### config.mk
export PLATFORM = sky130hd
export DESIGN_NAME = sed_monitor
export DESIGN_NICKNAME = d
export VERILOG_FILES = /design/src/rtl/sed_monitor.sv
export SDC_FILE = /design/constraint.sdc
export NUM_CORES = 1
export LEC_CHECK = 0
export ABC_AREA = 1
export CAP_MARGIN = 20
export CELL_PAD_IN_SITES_DETAIL_PLACEMENT = 0
export CELL_PAD_IN_SITES_GLOBAL_PLACEMENT = 1
export CORE_MARGIN = 1.5
export CORE_UTILIZATION = 38
export DETAILED_ROUTE_END_ITERATION = 10
export PLACE_DENSITY_LB_ADDON = 0.3
export SLEW_MARGIN = 20
export SYNTH_ARGS = -nofsm -noshare
export SYNTH_HDL_FRONTEND = slang
export SYNTH_SLANG_ARGS = --single-unit
### constraint.sdc
create_clock -name CLK -period 2.4 [get_ports CLK]
set_input_delay 0.24 -clock CLK [delete_from_list [all_inputs] [get_ports CLK]]
set_output_delay 0.24 -clock CLK [all_outputs]
set_load 0.02 [all_outputs]
### src/rtl/sed_monitor.sv
// Control/status stage for the SED primitive: schedules CRC checks, handshakes them, watchdogs a hung check.
// Optional inject path under SED_MONITOR_INJECT_EN; inputs see 2-FF sync latency, SEDENABLE lags EN by 1 cycle.
module sed_monitor #(
    parameter int INTERVAL_W  = 24,
    parameter int TIMEOUT_CYC = 40000000,
    parameter int ERRCNT_W    = 8
) (
    input  logic                  CLK,
    input  logic                  RST,
    input  logic                  EN,
    input  logic                  KICK,
    input  logic                  PERIODIC,
    input  logic [INTERVAL_W-1:0] INTERVAL,
    input  logic                  CLR_ERR,
`ifdef SED_MONITOR_INJECT_EN
    input  logic                  INJECT,
`endif
    output logic                  SEDENABLE,
    output logic                  SEDSTART,
    output logic                  SEDFRCERR,
    input  logic                  SEDERR,
    input  logic                  SEDDONE,
    input  logic                  SEDINPROG,
    output logic                  BUSY,
    output logic                  CHK_DONE,
    output logic                  ERR_FLAG,
    output logic [ERRCNT_W-1:0]   ERR_CNT,
    output logic                  TIMEOUT_ERR
`ifdef SED_MONITOR_INJECT_EN
    ,
    output logic                  INJ_SEEN
`endif
);

    localparam int WD_W = (TIMEOUT_CYC > 2) ? $clog2(TIMEOUT_CYC) : 1;
    localparam logic [WD_W-1:0] WD_LAST = WD_W'(TIMEOUT_CYC - 1);

    typedef enum logic [1:0] {IDLE, REQ, RUN, CHECK} state_t;

    state_t                state, state_nxt;
    logic [2:0]            done_sync;
    logic [1:0]            err_sync;
    logic [1:0]            inprog_sync;
    logic [WD_W-1:0]       wd_cnt;
    logic [INTERVAL_W-1:0] ivl_cnt;
    logic                  done_rise;
    logic                  err_s;
    logic                  inprog_s;
    logic                  wd_last;
    logic                  start;
    logic                  reload;
    logic                  timeout_hit;
    logic                  check;

    assign done_rise = done_sync[1] & ~done_sync[2];
    assign err_s     = err_sync[1];
    assign inprog_s  = inprog_sync[1];
    assign wd_last   = (wd_cnt == WD_LAST);

    // Abort on EN low outranks the watchdog so an abort never leaves status behind.
    always_comb begin
        state_nxt   = state;
        start       = 1'b0;
        reload      = 1'b0;
        timeout_hit = 1'b0;
        check       = 1'b0;
        case (state)
            IDLE: begin
                if (EN && (KICK || (PERIODIC && (ivl_cnt == '0))))
                    state_nxt = REQ;
            end
            REQ: begin
                if (!EN) begin
                    state_nxt = IDLE;
                end else if (wd_last) begin
                    state_nxt   = IDLE;
                    reload      = 1'b1;
                    timeout_hit = 1'b1;
                end else begin
                    start = 1'b1;
                    if (inprog_s)
                        state_nxt = RUN;
                end
            end
            RUN: begin
                if (!EN) begin
                    state_nxt = IDLE;
                end else if (wd_last) begin
                    state_nxt   = IDLE;
                    reload      = 1'b1;
                    timeout_hit = 1'b1;
                end else if (done_rise) begin
                    state_nxt = CHECK;
                end
            end
            CHECK: begin
                check     = 1'b1;
                reload    = 1'b1;
                state_nxt = IDLE;
            end
            default: state_nxt = IDLE;
        endcase
    end

    assign SEDSTART = start;
    assign BUSY     = (state != IDLE);
    assign CHK_DONE = check;

    always_ff @(posedge CLK or posedge RST) begin
        if (RST) begin
            state       <= IDLE;
            done_sync   <= '0;
            err_sync    <= '0;
            inprog_sync <= '0;
            SEDENABLE   <= 1'b0;
            wd_cnt      <= '0;
            ivl_cnt     <= '0;
        end else begin
            state       <= state_nxt;
            done_sync   <= {done_sync[1:0], SEDDONE};
            err_sync    <= {err_sync[0], SEDERR};
            inprog_sync <= {inprog_sync[0], SEDINPROG};
            SEDENABLE   <= EN;
            if ((state == REQ || state == RUN) && (state_nxt == REQ || state_nxt == RUN))
                wd_cnt <= wd_cnt + WD_W'(1);
            else
                wd_cnt <= '0;
            if (reload)
                ivl_cnt <= INTERVAL;
            else if (state == IDLE && PERIODIC && ivl_cnt != '0)
                ivl_cnt <= ivl_cnt - INTERVAL_W'(1);
        end
    end

    // Clear lands first so a simultaneous failing check still counts as one.
    always_ff @(posedge CLK or posedge RST) begin
        if (RST) begin
            ERR_FLAG    <= 1'b0;
            ERR_CNT     <= '0;
            TIMEOUT_ERR <= 1'b0;
        end else begin
            if (CLR_ERR) begin
                ERR_FLAG    <= 1'b0;
                ERR_CNT     <= '0;
                TIMEOUT_ERR <= 1'b0;
            end
            if (check && err_s) begin
                ERR_FLAG <= 1'b1;
                if (CLR_ERR)
                    ERR_CNT <= ERRCNT_W'(1);
                else if (ERR_CNT != '1)
                    ERR_CNT <= ERR_CNT + ERRCNT_W'(1);
            end
            if (timeout_hit)
                TIMEOUT_ERR <= 1'b1;
        end
    end

`ifdef SED_MONITOR_INJECT_EN
    logic inj_req;

    always_ff @(posedge CLK or posedge RST) begin
        if (RST) begin
            inj_req   <= 1'b0;
            SEDFRCERR <= 1'b0;
            INJ_SEEN  <= 1'b0;
        end else begin
            if (state == IDLE && state_nxt == REQ) begin
                SEDFRCERR <= inj_req | INJECT;
                inj_req   <= 1'b0;
            end else if (state == IDLE && INJECT) begin
                inj_req <= 1'b1;
            end
            if (state != IDLE && state_nxt == IDLE)
                SEDFRCERR <= 1'b0;
            if (CLR_ERR)
                INJ_SEEN <= 1'b0;
            if (check && err_s && SEDFRCERR)
                INJ_SEEN <= 1'b1;
        end
    end
`else
    assign SEDFRCERR = 1'b0;
`endif

endmodule
==> metrics.md <==
| Metric | Value |
|---|---|
| Worst-path clk slew | `70 ps` |
| Mapped Nets | `551` |
| Post-route setup TNS | `0 ps` |
| Vias in the first global route | `3289` |
| Avg Inst Size Synth | `7.86 µm²` |
| Diodes inserted | `0` |
| First-pass GRT wire length | `15600 µm` |
| Final Hold Fails | `0` |
| Placed inst area | `4640 µm²` |
| Cell count after synthesis | `509` |
| DIE AREA | `11200 µm²` |
| Maximum VDD drop | `0.486 mV` |
| YS warnings | `0` |
| Final nets | `608` |
| Synth-to-Final Area Change | `21.4%` |
| GRT Resource Usage Total | `0.178` |
| Final setup fails | `0` |
| Residual DRC | `0` |
| PD cells | `880 nW/µm²` |
| Setup CP Type | `register to primary output` |
| Outcome | `completed` |
| CORE AREA | `10300 µm²` |
| Tmin final | `2200 ps` |
| DRT Pass-1 Iters | `4` |
| Drt wl/cell | `12.8 µm` |
| Synth cell types | `32` |
| Post-route cell area | `4860 µm²` |
| HP Class | `input pin to asynchronous set/reset pin` |
| Tightest Pin Transition | `569 ps` |
| CTS buffer count | `9` |
| Chip height | `106 µm` |
| Final slew viol count | `0` |
| Clk buf depth | `2` |
| Via/cell ratio | `4.77` |
| Layout cell share with drive strength beyond 1 | `0.0788` |
| Initial antenna violation count | `0` |
| Clk root buf | `clkbuf_8` |
| H-tree Lvls | `3` |
| RSZ-0062 raised after global routing | `no` |
| CP startpoint kind | `register` |
| Die boundary width | `106 µm` |
| Fmax | `455 MHz` |
| Clock sinks | `70` |
| CTS tree | `done` |
| Crit share post-route | `0.917` |
| Post-Syn Area | `4000 µm²` |
| Worst Path Max Fanout | `5` |
| Initial Util | `0.389` |
| Register area share after synthesis | `0.438` |
| Routed wire length | `9080 µm` |
| Core Rows | `37` |
| Post-route antenna net violation count | `0` |
| GRT overflow | `0` |
| Crit end category | `primary output` |
| Largest net degree at the start of global routing | `71` |
| Data arrival, critical path | `1960 ps` |
| Post-synth EDFFs | `0` |
| Post-synth ARST share | `1.00` |
| PortBufs | `46` |
| Final GP Congestion | `0.808` |
| I/O pin cnt | `48` |
| Clock latency on the worst-skew pair | `350 ps` |
| Max-cap violations | `0` |
| Fin worst setup slack | `200 ps` |
| Slew Limit Headroom | `0.617` |
| Fillers | `1034` |
| Via Count | `3371` |
| Hpwl dp | `6730 µm` |
| Clk_skew | `7.20 ps` |
| Worst Path Required | `2160 ps` |
| DP Worst Slack | `229 ps` |
| LEAKAGE | `2.12 nW` |
| Synthesis-stage register bit count | `70` |
| Ys flop type | `dfrtp_1` |
| DRT iter0 DRCs | `122` |
## metal layers
metal	vias to the layer above	wire, µm	global-route usage
li1	1737	-	-
met1	1559	4280	0.228
met2	63	4360	0.302
met3	12	344	0.0328
met4	0	95	0.0608
met5	-	0	0
## stage by stage
stage | cells | util | power [mW] | hold slack, ps
6_report | 707 | 0.473 | 4.28 | 305
2_1_floorplan | 509 | - | 2.84 | 271
4_1_cts | 707 | 0.472 | 4.34 | 303
5_1_grt | 707 | 0.473 | 4.65 | 303
3_5_place_dp | 691 | 0.451 | 3.26 | 350
3_3_place_gp | 691 | 0.451 | 3.24 | 349
## placed cells by master (no fill, tap or decap), drive strengths merged, types with 2 or more instances in the layout
master,instances
xnor2,9
nor4,5
bufinv,2
nand2,119
xor2,30
dfrtp,70
nand4,14
clkinv,2
o211ai,16
a21oi,9
o22ai,2
nand3,30
nor3,18
buf,7
inv,70
o21ai,15
a211oi,2
clkdlybuf4s50,45
clkbuf,12
nor2,80
ha,9
## flip-flops by register name (all words and copies together) (netlist names)
signal and count:
TIMEOUT_ERR 1, SEDENABLE 1, inprog_sync 2, ERR_FLAG 1
wd_cnt 26, state 2, ERR_CNT 8, ivl_cnt 24
err_sync 2, done_sync 3
## synthesized netlist by cell type, types with 3 or more instances
cell type,instances,share of area
o21ai_0,15,0.019
xor2_1,30,0.066
o211ai_1,15,0.028
xnor2_1,9,0.020
a21oi_1,8,0.010
buf_6,3,0.0084
nand4_1,14,0.022
dfrtp_1,70,0.44
nor2_1,71,0.067
nor4_1,5,0.0078
ha_1,9,0.028
nor2_2,9,0.014
nand2_1,114,0.11
nand2_2,5,0.0078
inv_1,68,0.064
nand3_1,27,0.034
nor3_1,17,0.021
## power breakdown
part / internal, mW / switching (mW)
clock: 0.611 / 0.442
combinational: 0.586 / 1.02
sequential: 1.41 / 0.207
## path summary, 6_finish.rpt
kind	depth (start not counted)	slack, ps	from	to
setup / recovery	9	200	wd_cnt[0]	SEDSTART
hold / removal	3	300	RST	wd_cnt[23]
setup reg to reg	13	290	wd_cnt[0]	ivl_cnt[22]
max in group asynchronous	3	1800	RST	ivl_cnt[9]
hold reg to reg	0	370	err_sync[0]	err_sync[1]
min in group CLK	1	330	SEDERR	err_sync[0]
## final cells by class
class,instances,area (µm²),area share
clock inverter,4,70.1,0.0144
tap,136,170,0.0350
clock buffer,12,145,0.0299
multi-input combinational,362,1930,0.398
inverter,70,263,0.0541
timing repair buffer,53,524,0.108
sequential,70,1750,0.361
## worst max-delay path: stages (launching register included)
cell	delay, ps
dfrtp_1	370
ha_1	190
nand2_1	90
nor2_4	130
nand2_2	100
nor2_2	140
nand2_2	100
nand3_1	110
inv_1	60
dlygate4sd2_1	320
## cell families after synthesis
group	share of synthesized area
compound gates	0.0691
xor+xnor	0.0854
fa+ha+maj	0.0281
other cells	0.000937
buf+inv	0.0800
flops	0.438
simple gates	0.299
## timing repair
| item | 4_1_cts | 5_1_grt |
|---|---|---|
| setup buffers | 0 | 0 |
| hold buffers | 0 | 0 |
| resized for setup | 1 | 1 |
| setup endpoints to repair | 1 | 9 |
Note: power is estimated with default switching activity, not from simulation.
